===== src/rtl/mult_bcd_converter_if.sv =====
// mult_bcd_converter_if: start/busy/done handshake and BCD result bundle for the converter
interface mult_bcd_converter_if #(
  parameter int N = 16,
  parameter int DIGITS = 5
);
  logic start;
  logic [N-1:0] bin_in;
  logic busy;
  logic done;
  logic [4*DIGITS-1:0] bcd_out;
  logic [DIGITS-1:0] digit_nz;
  logic overflow;
  modport master (output start, bin_in, input busy, done, bcd_out, digit_nz, overflow);
  modport slave (input start, bin_in, output busy, done, bcd_out, digit_nz, overflow);
endinterface


===== src/rtl/mult_bcd_converter.sv =====
// mult_bcd_converter: sequential double-dabble binary-to-BCD, one bit per clock
module mult_bcd_converter #(
  parameter int N = 16,
  parameter int DIGITS = 5
) (
  input logic clk,
  input logic reset,
  mult_bcd_converter_if.slave bus
);
  localparam int W = 4 * DIGITS;
  localparam int CW = $clog2(N + 1);
  typedef enum logic [1:0] {IDLE, SHIFT, FINISH} state_t;
  state_t state_q, state_d;
  logic [N-1:0] bin_q, bin_d;
  logic [W-1:0] bcd_q, bcd_d, corr;
  logic [CW-1:0] cnt_q, cnt_d;
  logic ovf_q, ovf_d;
  logic [W-1:0] out_q, out_d;
  logic [DIGITS-1:0] nz_q, nz_d, nz;
  logic ovo_q, ovo_d;
  logic done_q, done_d;
  logic acc;
  for (genvar i = 0; i < DIGITS; i++) begin : g_corr
    assign corr[4*i+:4] = bcd_q[4*i+:4] >= 4'd5 ? bcd_q[4*i+:4] + 4'd3 : bcd_q[4*i+:4];
  end
  // Leading-zero mask accumulates from the most significant digit down; ones digit always shown
  always_comb begin
    nz = '0;
    acc = 1'b0;
    for (int i = DIGITS - 1; i >= 0; i--) begin
      acc = acc | (|bcd_q[4*i+:4]);
      nz[i] = acc;
    end
    nz[0] = 1'b1;
  end
  always_comb begin
    state_d = state_q;
    bin_d = bin_q;
    bcd_d = bcd_q;
    cnt_d = cnt_q;
    ovf_d = ovf_q;
    out_d = out_q;
    nz_d = nz_q;
    ovo_d = ovo_q;
    done_d = 1'b0;
    case (state_q)
      IDLE: if (bus.start) begin
        bin_d = bus.bin_in;
        bcd_d = '0;
        cnt_d = CW'(N);
        ovf_d = 1'b0;
        state_d = SHIFT;
      end
      SHIFT: begin
        bcd_d = {corr[W-2:0], bin_q[N-1]};
        bin_d = {bin_q[N-2:0], 1'b0};
        ovf_d = ovf_q | corr[W-1];
        cnt_d = cnt_q - 1'b1;
        state_d = cnt_q == CW'(1) ? FINISH : SHIFT;
      end
      FINISH: begin
        out_d = bcd_q;
        nz_d = nz;
        ovo_d = ovf_q;
        done_d = 1'b1;
        state_d = IDLE;
      end
      default: state_d = IDLE;
    endcase
  end
  always_ff @(posedge clk) begin
    if (reset) begin
      state_q <= IDLE;
      bin_q <= '0;
      bcd_q <= '0;
      cnt_q <= '0;
      ovf_q <= 1'b0;
      out_q <= '0;
      nz_q <= '0;
      ovo_q <= 1'b0;
      done_q <= 1'b0;
    end else begin
      state_q <= state_d;
      bin_q <= bin_d;
      bcd_q <= bcd_d;
      cnt_q <= cnt_d;
      ovf_q <= ovf_d;
      out_q <= out_d;
      nz_q <= nz_d;
      ovo_q <= ovo_d;
      done_q <= done_d;
    end
  end
  assign bus.busy = state_q != IDLE;
  assign bus.done = done_q;
  assign bus.bcd_out = out_q;
  assign bus.digit_nz = nz_q;
  assign bus.overflow = ovo_q;
endmodule


===== src/flat_wrapper.sv =====
// flat-port wrapper written by rule: the top's interface ports become plain ports
module mult_bcd_converter_flat 
#(
  parameter int N = 16,
  parameter int DIGITS = 5
)
  (clk, reset, bus_start, bus_bin_in, bus_busy, bus_done, bus_bcd_out, bus_digit_nz, bus_overflow);
  mult_bcd_converter_if #(.N(N), .DIGITS(DIGITS)) bus_i ();
  input logic clk;
  input logic reset;
  input wire logic [$bits(bus_i.start)-1:0] bus_start;
  input wire logic [$bits(bus_i.bin_in)-1:0] bus_bin_in;
  output wire logic [$bits(bus_i.busy)-1:0] bus_busy;
  output wire logic [$bits(bus_i.done)-1:0] bus_done;
  output wire logic [$bits(bus_i.bcd_out)-1:0] bus_bcd_out;
  output wire logic [$bits(bus_i.digit_nz)-1:0] bus_digit_nz;
  output wire logic [$bits(bus_i.overflow)-1:0] bus_overflow;
  assign bus_i.start = bus_start;
  assign bus_i.bin_in = bus_bin_in;
  assign bus_busy = bus_i.busy;
  assign bus_done = bus_i.done;
  assign bus_bcd_out = bus_i.bcd_out;
  assign bus_digit_nz = bus_i.digit_nz;
  assign bus_overflow = bus_i.overflow;
  mult_bcd_converter #(.N(N), .DIGITS(DIGITS)) u_core (.clk(clk), .reset(reset), .bus(bus_i));
endmodule

===== config.mk =====
export PLATFORM = sky130hd
export DESIGN_NAME = mult_bcd_converter_flat
export DESIGN_NICKNAME = d
export VERILOG_FILES = /design/src/rtl/mult_bcd_converter_if.sv /design/src/rtl/mult_bcd_converter.sv /design/src/flat_wrapper.sv
export SDC_FILE = /design/constraint.sdc
export NUM_CORES = 1
export LEC_CHECK = 0
export ABC_AREA = 1
export BUFFER_PORTS_ARGS = -buffer_cell sky130_fd_sc_hd__clkbuf_2
export CORE_UTILIZATION = 50
export DETAILED_ROUTE_END_ITERATION = 8
export PLACE_DENSITY = 0.71
export SYNTH_ARGS = -nofsm -noshare
export SYNTH_HDL_FRONTEND = slang
export SYNTH_SLANG_ARGS = --single-unit

===== constraint.sdc =====
create_clock -name clk -period 1.4 [get_ports clk]
set_input_delay 0.21 -clock clk [delete_from_list [all_inputs] [get_ports clk]]
set_output_delay 0.21 -clock clk [all_outputs]
set_load 0.05 [all_outputs]

==> results.py <==
metrics = {
    "run_status": {
        "status": "finished clean",
    },
    "floorplanning": {
        "dieHeight_um": 82.1,
        "ios": 47,
        "die-area_um2": 6730,
        "core_um2": 6060,
        "die_w_um": 82.1,
        "placementRows": 28,
        "initial_core_util": 0.529,
    },
    "routing": {
        "remaining_drc_errors": 0,
        "ant_nets": 0,
        "drt_iter0_drc": 122,
        "vias": 3027,
        "wirelength_mm": 7.32,
        "wl_per_cell_um": 13.0,
        "viasPerCell": 5.39,
        "firstDrtPassIters": 4,
    },
    "timing": {
        "hold_viol_final": 0,
        "clock.fmax_mhz": 765,
        "period_share": 0.934,
        "worst_slack_ns": 0.0927,
        "fin_worst_skew_ns": 0.00880,
        "setup-violations-final": 0,
        "tightest_slew_ns": 0.335,
        "finalCriticalPeriod_ns": 1.31,
        "fin_tns_setup_ns": 0,
        "slew_viol_final": 0,
        "maxSlewHeadroom": 0.775,
    },
    "setup_path": {
        "critPathSlowestCell": "dfxtp_1",
        "crit_path_end_kind": "output port",
        "r2r_cells": 8,
        "rrSetupSlack_ns": 0.12,
        "reg2reg_from": "u_core.bcd_q[16]",
        "cp_max_fo": 3,
        "required_ns": 1.19,
        "r2r-end": "u_core.bcd_q[17]",
        "crit_family": "flip-flops",
        "startpoint_type": "register",
        "critPathBufInv": 2,
        "path_class": "register to output port",
        "crit_arrival_ns": 1.10,
        "slowest_delay_ns": 0.42,
        "crit_chain": "nor2_1, inv_1, clkbuf_4",
    },
    "synthesis": {
        "synthesis.yosys.warnings": 0,
        "synthesis.area_um2": 3200,
        "synth_cell_types": 23,
        "syn_inst": 431,
        "synth_edf_count": 0,
        "syn_area_per_cell_um2": 7.43,
        "ys_seq_area_frac": 0.444,
        "synthTopCellsByArea": "dfxtp_1 (44%), nand2_1 (8.7%), a21oi_1 (8.1%)",
        "async_flop_share": 0,
        "synth_top_area_frac": 0.444,
        "synth_common_cells": "nand2_1 (74), dfxtp_1 (71), a21oi_1 (52)",
        "synth-main-ff-cell": "dfxtp_1",
        "ys_ff_latch": 71,
        "synthesis.nets": 466,
        "yosysMostFrequentCell": "nand2_1",
        "yosysTopAreaCell": "dfxtp_1",
    },
    "clock_tree": {
        "clockBufferDepth": 2,
        "numClockSinks": 71,
        "clkTransAtPathRegs_ns": 0.07,
        "post_cts_buffers": 0,
        "cts_tree": "built",
        "htreeDepth": 3,
        "cts-hold-fix-buffers": 0,
        "cts_root_buf": "clkbuf_8",
        "numCtsBuffers": 9,
        "worstSkewPairLatency_ns": 0.35,
    },
    "placed_design": {
        "dpl.hpwl_mm": 5.00,
        "port_buffers": 46,
        "gp_congestion": 0.949,
        "place_worst_setup_slack_ns": 0.0869,
    },
    "finish": {
        "synthToLayoutAreaGrowth_pct": 18.1,
        "nNetsFinal": 518,
        "n_antenna_cell": 0,
        "layout-drive-gt1-share": 0.203,
        "fill_cells": 541,
    },
    "grt": {
        "grt_pass1_wl_mm": 12.2,
        "gr-total-overflow": 0,
        "grt_pass1_vias": 2673,
        "track_usage": 0.240,
        "antenna_found_initial": 0,
        "grt_start_max_net_pins": 33,
    },
    "power_and_ir_drop": {
        "combinationalPowerShare": 0.114,
        "powerDensity_nw_per_um2": 1090,
        "finalPower_uw": 4120,
        "p_sw_uw": 1080,
        "switching_share": 0.262,
        "seqPwrFrac": 0.521,
        "peakVddDrop_uv": 734,
        "internal_power_uw": 3040,
        "clock_power_share": 0.365,
        "leakagePower_uw": 0.00177,
    },
    "min_path": {
        "hold_end": "u_core.bin_q[0]",
        "hold_start": "bus_bin_in[0]",
        "min_path_type": "primary input to register",
        "whs_path_depth": 3,
    },
    "flow_run": {
        "max_cap_violations": 0,
    },
}
[worst max-delay path by stage]
stage | startpoint | endpoint | cells past startpoint
floorplan | u_core.bcd_q[12] | u_core.bcd_q[13] | 8
global placement | u_core.bcd_q[1] | u_core.bcd_q[4] | 9
detailed placement | u_core.bcd_q[8] | u_core.bcd_q[10] | 8
CTS | u_core.state_q[0] | bus_busy | 3
global route | u_core.bcd_q[0] | u_core.bcd_q[4] | 9
finish | u_core.state_q[1] | bus_busy | 3
[kinds of logic after synthesis]
| group | share of synthesized area |
|---|---|
| and+or+nand+nor | 0.222 |
| AOI/OAI and AO/OA | 0.184 |
| DFF | 0.444 |
| buffers and inverters | 0.0847 |
| adders and majority gates | 0.0625 |
| xor gates and xnor gates | 0.00273 |
[routing by layer]
metal,vias up,GRT usage,routed length (um)
met5,-,0,0
met1,1386,0.300,3480
met2,78,0.388,3420
li1,1553,-,-
met3,10,0.0778,313
met4,0,0.0789,110
[per-stage QoR]
stage | utilization | hold slack [ns] | instances | area, um2
4_1_cts | 0.622 | 0.0837 | 562 | 3770
6_report | 0.624 | 0.0992 | 562 | 3780
2_1_floorplan | - | 0.358 | 431 | 3200
3_5_place_dp | 0.592 | 0.454 | 547 | 3590
3_3_place_gp | 0.592 | 0.448 | 547 | 3590
5_1_grt | 0.624 | 0.131 | 562 | 3780
[area by class of cell]
class                      instances  area [um2]  share of cell area
clock buffer                      12         165              0.0436
clock inverter                     3        17.5             0.00463
inverter                          45         169              0.0446
multi-input combinational        294        1520               0.402
sequential                        71        1430               0.377
tap                               75        93.8              0.0248
timing repair buffer              62         390               0.103
[power by group through the flow]
stage / clock network, uW / registers, uW / logic, uW
after floorplan: 0 / 2220 / 276
after global placement: 0 / 2190 / 460
after detailed placement: 0 / 2190 / 467
after CTS: 1540 / 2140 / 472
after global routing: 1620 / 2150 / 521
final: 1500 / 2150 / 472
[worst register-to-register path, stage by stage, from the launching register on]
cell and delay (ns):
dfxtp_1 0.38, inv_1 0.11, ha_1 0.22, inv_1 0.05, nand2_1 0.08, nand3_1 0.13, nand2_1 0.07, nand3_1 0.07
a21oi_1 0.06
[state kept, by name, summed over array words and instances, names as in the netlist]
name                 count
u_core.bus.done          1
u_core.cnt_q             5
u_core.bus.bcd_out      20
u_core.bus.digit_nz      5
u_core.state_q           2
u_core.ovf_q             1
u_core.bcd_q            20
u_core.bus.overflow      1
u_core.bin_q            16
[placed cells by master, fill, tap and decap left out, drive strengths merged, types with 2 or more instances in the layout]
master | synthesis | routed
clkinv | 1 | 3
nor2 | 34 | 34
inv | 44 | 44
ha | 16 | 16
nand3 | 33 | 33
buf | 13 | 16
nor3 | 3 | 3
dfxtp | 71 | 71
o22ai | 13 | 13
o21ai | 47 | 47
nand2 | 76 | 76
or2 | 2 | 2
clkbuf | 8 | 58
a21oi | 52 | 52
nand4 | 15 | 15
[what timing repair did]
item / in CTS / in global routing
pin swaps: 0 / 0
endpoints found under the setup margin: 1 / 13
gates cloned: 0 / 0
resized for setup: 1 / 13
Note: power is estimated with default switching activity, not from simulation.
